File: config.mk
export PLATFORM = sky130hd
export DESIGN_NAME = freq_sweep_ctrl
export DESIGN_NICKNAME = d
export VERILOG_FILES = /design/src/rtl/freq_ctrl_pkg.sv /design/src/rtl/freq_sweep_channel.sv /design/src/rtl/freq_sweep_ctrl.sv
export SDC_FILE = /design/constraint.sdc
export NUM_CORES = 2
export LEC_CHECK = 0
export CELL_PAD_IN_SITES_DETAIL_PLACEMENT = 1
export CELL_PAD_IN_SITES_GLOBAL_PLACEMENT = 2
export CORE_UTILIZATION = 44
export DETAILED_ROUTE_END_ITERATION = 7
export GPL_TIMING_DRIVEN = 1
export PLACE_DENSITY = 0.83
export SLEW_MARGIN = 15
export SYNTH_ARGS = -nofsm -noshare
export SYNTH_HDL_FRONTEND = slang
export SYNTH_HIERARCHICAL = 1
export SYNTH_SLANG_ARGS = --single-unit
File: constraint.sdc
create_clock -name aclk -period 25.2 [get_ports aclk]
set_input_delay 2.52 -clock aclk [delete_from_list [all_inputs] [get_ports aclk]]
set_output_delay 2.52 -clock aclk [all_outputs]
set_load 0.05 [all_outputs]
File: src/rtl/freq_ctrl_pkg.sv
// Purpose: shared register offsets, CTRL bit positions and sweep FSM states for freq_sweep_ctrl.
// Latency: n/a (declarations only).
// Backpressure: n/a.
package freq_ctrl_pkg;

    // Register offsets within a channel (cfg_addr[2:0])
    localparam logic [2:0] REG_STEP  = 3'd0;
    localparam logic [2:0] REG_START = 3'd1;
    localparam logic [2:0] REG_STOP  = 3'd2;
    localparam logic [2:0] REG_DELTA = 3'd3;
    localparam logic [2:0] REG_DWELL = 3'd4;
    localparam logic [2:0] REG_CTRL  = 3'd5;

    // CTRL register bit positions
    localparam int CTRL_GO   = 0;
    localparam int CTRL_LOOP = 1;

    typedef enum logic [1:0] {
        IDLE  = 2'd0,
        SWEEP = 2'd1,
        HOLD  = 2'd2
    } sweep_state_t;

endpackage

File: src/rtl/freq_sweep_channel.sv
// Purpose: one NCO channel - static step register plus linear/looping frequency sweep FSM.
// Latency: register writes and GO/abort show on step_out one cycle after the accepted write.
// Backpressure: none; every write presented is consumed. Build option: SWEEP_TRIANGLE_EN.
module freq_sweep_channel
    import freq_ctrl_pkg::*;
#(
    parameter int ACC_WIDTH   = 32,
    parameter int DWELL_WIDTH = 16
) (
    input  logic                   aclk,
    input  logic                   arst,
    input  logic                   wr_en,
    input  logic [2:0]             wr_reg,
    input  logic [ACC_WIDTH-1:0]   wr_data,
    output logic [ACC_WIDTH-1:0]   step_out,
    output logic                   sweep_busy,
    output logic                   sweep_done
);

    localparam logic [DWELL_WIDTH-1:0] DWELL_ONE = {{(DWELL_WIDTH-1){1'b0}}, 1'b1};

    // Programmed (shadow) registers; only sampled into the working copies on GO
    logic [ACC_WIDTH-1:0]   step_reg;
    logic [ACC_WIDTH-1:0]   start_reg;
    logic [ACC_WIDTH-1:0]   stop_reg;
    logic [ACC_WIDTH-1:0]   delta_reg;
    logic [DWELL_WIDTH-1:0] dwell_reg;

    // Working copies used by the running sweep
    logic [ACC_WIDTH-1:0]   w_start;
    logic [ACC_WIDTH-1:0]   w_stop;
    logic [ACC_WIDTH-1:0]   w_delta;
    logic [DWELL_WIDTH-1:0] w_dwell;
    logic                   w_loop;
    logic [ACC_WIDTH-1:0]   cur;
    logic [DWELL_WIDTH-1:0] dwell_cnt;
    sweep_state_t           state;
`ifndef SWEEP_TRIANGLE_EN
    // Set while STOP is displayed in sawtooth mode: next point reloads START
    logic                   wrap_pending;
`endif

    logic                   go_wr;
    logic                   halt_wr;
    logic [ACC_WIDTH-1:0]   step_nxt;
    logic [ACC_WIDTH:0]     nxt_sum;
    logic                   reach_stop;
    logic                   term;

    assign go_wr    = wr_en && (wr_reg == REG_CTRL) &&  wr_data[CTRL_GO];
    assign halt_wr  = wr_en && (wr_reg == REG_CTRL) && !wr_data[CTRL_GO];
    assign step_nxt = (wr_en && (wr_reg == REG_STEP)) ? wr_data : step_reg;

    // Next point with one guard bit: bit ACC_WIDTH flags carry (DELTA>0) or borrow (DELTA<0)
    assign nxt_sum    = {1'b0, cur} + {w_delta[ACC_WIDTH-1], w_delta};
    assign reach_stop = w_delta[ACC_WIDTH-1] ? (nxt_sum[ACC_WIDTH-1:0] <= w_stop)
                                             : (nxt_sum[ACC_WIDTH-1:0] >= w_stop);
    assign term       = (w_delta == '0) || nxt_sum[ACC_WIDTH] || reach_stop;

    // Programmed register file, written by the config port
    always_ff @(posedge aclk or posedge arst) begin
        if (arst) begin
            step_reg  <= '0;
            start_reg <= '0;
            stop_reg  <= '0;
            delta_reg <= '0;
            dwell_reg <= '0;
        end else if (wr_en) begin
            case (wr_reg)
                REG_STEP:  step_reg  <= wr_data;
                REG_START: start_reg <= wr_data;
                REG_STOP:  stop_reg  <= wr_data;
                REG_DELTA: delta_reg <= wr_data;
                REG_DWELL: dwell_reg <= wr_data[DWELL_WIDTH-1:0];
                default:   ;
            endcase
        end
    end

    // Sweep FSM with registered step/busy/done outputs
    always_ff @(posedge aclk or posedge arst) begin
        if (arst) begin
            state        <= IDLE;
            w_start      <= '0;
            w_stop       <= '0;
            w_delta      <= '0;
            w_dwell      <= '0;
            w_loop       <= 1'b0;
            cur          <= '0;
            dwell_cnt    <= '0;
            step_out     <= '0;
            sweep_busy   <= 1'b0;
            sweep_done   <= 1'b0;
`ifndef SWEEP_TRIANGLE_EN
            wrap_pending <= 1'b0;
`endif
        end else begin
            sweep_done <= 1'b0;
            if (go_wr) begin
                w_start      <= start_reg;
                w_stop       <= stop_reg;
                w_delta      <= delta_reg;
                w_dwell      <= dwell_reg;
                w_loop       <= wr_data[CTRL_LOOP];
                cur          <= start_reg;
                dwell_cnt    <= '0;
                step_out     <= start_reg;
                sweep_busy   <= 1'b1;
                state        <= SWEEP;
`ifndef SWEEP_TRIANGLE_EN
                wrap_pending <= 1'b0;
`endif
            end else if (halt_wr) begin
                state      <= IDLE;
                step_out   <= step_nxt;
                sweep_busy <= 1'b0;
            end else begin
                case (state)
                    IDLE: begin
                        step_out <= step_nxt;
                    end
                    SWEEP: begin
                        if (dwell_cnt == w_dwell) begin
                            dwell_cnt <= '0;
`ifndef SWEEP_TRIANGLE_EN
                            if (wrap_pending) begin
                                cur          <= w_start;
                                step_out     <= w_start;
                                wrap_pending <= 1'b0;
                            end else
`endif
                            if (term) begin
                                // Clamp to STOP; never let the step wrap
                                cur      <= w_stop;
                                step_out <= w_stop;
                                if (!w_loop) begin
                                    state      <= HOLD;
                                    sweep_busy <= 1'b0;
                                    sweep_done <= 1'b1;
                                end else begin
`ifdef SWEEP_TRIANGLE_EN
                                    // Bounce: reverse direction and swap the endpoints
                                    w_delta <= -w_delta;
                                    w_start <= w_stop;
                                    w_stop  <= w_start;
`else
                                    wrap_pending <= 1'b1;
`endif
                                end
                            end else begin
                                cur      <= nxt_sum[ACC_WIDTH-1:0];
                                step_out <= nxt_sum[ACC_WIDTH-1:0];
                            end
                        end else begin
                            dwell_cnt <= dwell_cnt + DWELL_ONE;
                        end
                    end
                    HOLD: begin
                        step_out <= w_stop;
                    end
                    default: begin
                        state <= IDLE;
                    end
                endcase
            end
        end
    end

endmodule

File: src/rtl/freq_sweep_ctrl.sv
// Purpose: multi-channel NCO step/sweep controller; decodes config writes and packs channel outputs.
// Latency: accepted write affects step_out/sweep_busy one cycle later.
// Backpressure: none; cfg_ready is held high once out of reset. Build option: SWEEP_TRIANGLE_EN.
module freq_sweep_ctrl
    import freq_ctrl_pkg::*;
#(
    parameter  int NUM_CH      = 2,
    parameter  int ACC_WIDTH   = 32,
    parameter  int DWELL_WIDTH = 16,
    localparam int CH_W        = (NUM_CH > 1) ? $clog2(NUM_CH) : 1
) (
    input  logic                          aclk,
    input  logic                          arst,
    input  logic                          cfg_valid,
    output logic                          cfg_ready,
    input  logic [CH_W+2:0]               cfg_addr,
    input  logic [ACC_WIDTH-1:0]          cfg_data,
    output logic [NUM_CH*ACC_WIDTH-1:0]   step_out,
    output logic [NUM_CH-1:0]             sweep_busy,
    output logic [NUM_CH-1:0]             sweep_done
);

    logic              wr_acc;
    logic [CH_W-1:0]   ch_sel;
    logic [2:0]        reg_sel;
    logic [NUM_CH-1:0] ch_wr;

    assign wr_acc  = cfg_valid && cfg_ready;
    assign ch_sel  = cfg_addr[CH_W+2:3];
    assign reg_sel = cfg_addr[2:0];

    // Ready rises on the first clock after reset and stays up
    always_ff @(posedge aclk or posedge arst) begin
        if (arst) begin
            cfg_ready <= 1'b0;
        end else begin
            cfg_ready <= 1'b1;
        end
    end

    // Channel indices >= NUM_CH match no channel, so those writes are dropped
    for (genvar i = 0; i < NUM_CH; i++) begin : g_ch
        assign ch_wr[i] = wr_acc && (ch_sel == CH_W'(i));

        freq_sweep_channel #(
            .ACC_WIDTH   (ACC_WIDTH),
            .DWELL_WIDTH (DWELL_WIDTH)
        ) u_channel (
            .aclk       (aclk),
            .arst       (arst),
            .wr_en      (ch_wr[i]),
            .wr_reg     (reg_sel),
            .wr_data    (cfg_data),
            .step_out   (step_out[i*ACC_WIDTH +: ACC_WIDTH]),
            .sweep_busy (sweep_busy[i]),
            .sweep_done (sweep_done[i])
        );
    end

endmodule

==> results by group <==
Synth
  – Synth top area share: 0.482
  – Number of distinct library cells after synthesis: 88
  – Seq/Total Area, Yosys: 0.482
  – Asr flop ratio synth: 1.00
  – Synthesized area per cell: 9.72 um^2
  – Synth Flop Type: dfrtp_1
  – Synth Register Bits: 685
  – Yosys warning total: 6
  – Main area contributors after synthesis: dfrtp_1 (48%), mux2_2 (9.0%), nand2_1 (7.4%)
  – Cell area after synthesis: 0.0355 mm^2
  – Post-synth EDFFs: 0
  – Synthesized net count: 3831
  – Syn Inst Count: 3654
  – Post-synth top area cell: dfrtp_1

Placement
  – Routability cong.: 0.904
  – IO buf count: 107
  – Dpl hpwl: 77300 um
  – Post-place instance area: 0.0376 mm^2
  – Dpl cells: 4656

Timing
  – Peak Freq: 152 MHz
  – Relative slew slack: 0.174
  – Post-route setup TNS: 0 ns
  – Count of final hold-check violations: 0
  – Final worst-path cycle share: 0.261
  – Final slew viol count: 0
  – Min Tclk post-route: 6.59 ns
  – RSZ-0062 raised after global routing: no
  – Hold slack: 0.459 ns
  – Final setup viols: 0
  – Worst Skew: 0.0172 ns
  – Tightest Pin Transition: 1.23 ns

Setup path
  – CP Class: reg2reg
  – Crit end category: flip-flop
  – Reg2reg start: g_ch[1].u_channel/w_delta[0]
  – R2R setup slack: 18.61 ns
  – Crit path DAT: 7.05 ns
  – Req. time, crit path: 25.67 ns
  – Reg2Reg Capture Point: g_ch[1].u_channel/cur[29]
  – Worst-path fanout max: 30
  – Crit path launch type: flip-flop
  – R2R cell count: 19

Detailed routing
  – Vias/cell: 6.05
  – Drt drc: 0
  – DRT iter0 DRCs: 1809
  – DR pass1 iterations: 5
  – Post-DRT Antenna Nets: 0
  – Post-DR wirelength/cell: 25.0 um
  – Via count: 29000
  – Post-Route WL: 120000 um

Min path
  – Hold-critical path depth: 2
  – Worst Min Path Start: g_ch[1].u_channel/delta_reg[31]
  – WHS Endpoint: g_ch[1].u_channel/w_delta[31]
  – Worst Hold Class: reg2reg

GRT
  – Gr ovfl total: 0
  – GRT Total Usage: 0.294
  – Number of global-route vias before repair: 30900
  – First-pass GRT wire length: 188000 um
  – Initial antenna violation count: 1
  – Pin count of the biggest net entering global routing: 163

Power and ir drop
  – Pwr per Cell Area: 111 mW/mm^2
  – Tot Pwr: 4.48 mW
  – Maximum VDD drop: 0.0000799 V
  – Leak: 19.0 nW

Layout
  – Final #Nets: 3864
  – P&R area growth vs syn: 13.4%
  – Layout cells sized above 1: 0.143
  – Cell area after layout: 0.0403 mm^2
  – Filler instances: 8788
  – # diodes: 0
  – Non-filler cells, final: 4794

Job
  – Max cap viols: 0

Clock tree
  – Max Root-Sink Buffers: 3
  – Total clock sinks: 685
  – # H-tree levels: 3
  – Root Driver: clkbuf_16
  – Reg clk slew, reported paths: 0.06 ns
  – # hold bufs at CTS: 0
  – CTS buffer count: 79
  – Clk_lat worst skew: 0.63 ns
  – Post-CTS Resized: 0
  – Setup Buffers After CTS: 0
  – CTS tree: built

Floorplan
  – Row cnt: 103
  – Initial core utilization: 0.448
  – IO Count: 108
  – Core Box Area: 0.0794 mm^2
  – Full die area: 0.0819 mm^2
  – Die Wd: 286 um
  – Die Y: 286 um

Status
  – Status: finished clean
==> where the power goes <==
part | total, mW | switching [mW] | leakage [nW] | internal, mW
combinational | 1.78 | 1.14 | 8.90 | 0.635
sequential | 1.51 | 0.176 | 8.75 | 1.33
clock | 1.20 | 0.489 | 1.31 | 0.706
==> critical path, stage by stage, from the launching register on <==
cell and delay, ns:
dfrtp_1 0.40, ha_1 0.24, fa_1 0.44, a211o_1 0.32
and3_1 0.22, o21a_1 0.24, nor3_1 0.32, or3_1 0.19
xnor2_1 0.09, ha_1 0.34, nand4_1 0.17, nor4_1 0.91
a21boi_0 0.51, o31a_1 0.27, nor4_4 0.09, a211oi_4 0.21
buf_4 0.51, nor2_1 0.35, a311oi_1 0.44, a211oi_1 0.15
==> worst max-delay path by stage <==
stage                                  from                              to  slack (ns)  cells past startpoint
6_report       g_ch[1].u_channel/w_delta[0]       g_ch[1].u_channel/cur[29]       18.61                     19
5_1_grt        g_ch[0].u_channel/w_delta[0]   g_ch[0].u_channel/step_out[2]       18.31                     20
4_1_cts        g_ch[0].u_channel/w_delta[0]        g_ch[0].u_channel/cur[0]       18.72                     20
3_5_place_dp                    cfg_addr[2]  g_ch[0].u_channel/step_out[14]       18.17                     11
3_3_place_gp                    cfg_addr[1]  g_ch[1].u_channel/step_out[22]       18.41                     10
2_1_floorplan                          arst        g_ch[0].u_channel/cur[0]       13.20                      1
==> cells by family after synthesis <==
family                   count (synthesis)  share of synthesized area
buffers and inverters                  314                     0.0357
adder cells (fa/ha/maj)                138                     0.0490
multiplexers                           312                     0.0985
XOR/XNOR                                84                     0.0207
AO/OA/AOI/OAI                          844                      0.153
AND/OR/NAND/NOR                       1276                      0.161
other                                    1                   0.000106
flip-flops                             685                      0.482
==> Yosys cell counts, types with 9 or more instances <==
cell	instances
mux2_2	284
buf_2	18
mux2i_1	21
nand2_1	697
nand3b_1	12
o311ai_1	10
xor2_1	51
o22ai_1	11
o221ai_1	10
a211oi_1	40
nor3_1	66
and2_1	15
o21a_1	26
buf_1	15
xnor2_1	33
inv_1	102
a21oi_1	196
clkbuf_1	168
a211o_1	16
a31oi_1	37
or3_1	9
dfrtp_1	685
nor2b_1	15
nand4_1	22
o211ai_1	25
a21o_1	30
nand2b_1	47
a221oi_1	18
a311o_1	10
nor4_1	31
ha_1	136
and3_1	36
o21ai_0	213
o31ai_1	34
nand3_1	109
and4_1	10
a211oi_2	12
nor2_1	179
a311oi_1	36
o21ai_1	52
==> routing by layer <==
metal / global-route usage / share of wire
met1: 0.418 / 0.47
met2: 0.466 / 0.46
met5: 0 / 0.000092
met4: 0.0993 / 0.031
met3: 0.0355 / 0.044
==> placed cells by master (no fill, tap or decap), drive strengths merged, types with 20 or more instances in the layout <==
master	netlist	layout
clkdlybuf4s50	0	107
nand2b	47	47
o211ai	25	25
nor4	33	33
xor2	51	51
nand4	23	23
inv	102	105
mux2i	22	22
a31oi	38	38
nand3	109	109
a21o	30	30
a21oi	199	199
and3	37	37
dfrtp	685	685
nor3	74	74
a311oi	36	36
clkbuf	168	110
ha	136	136
mux2	290	290
buf	43	56
o21ai	266	266
a211oi	52	52
nor2	179	179
o21a	26	26
a221oi	20	20
nand2	700	700
o31ai	34	34
xnor2	33	33
==> metrics by stage <==
stage	util	setup WS, ns
floorplan	-	13.20
global placement	0.474	18.41
detailed placement	0.474	18.17
CTS	0.507	18.72
global route	0.507	18.31
finish	0.507	18.61
==> area by class of cell <==
class,instances,area (um^2),share of cell area
Clock buffer,110,2280,0.0567
Inverter,103,402,0.00997
Tap cell,1050,1310,0.0326
Multi-Input combinational cell,2655,17300,0.428
Sequential cell,685,17100,0.426
Clock inverter,28,380,0.00944
Timing Repair Buffer,163,1500,0.0373
(Power assumes the default switching activity.)
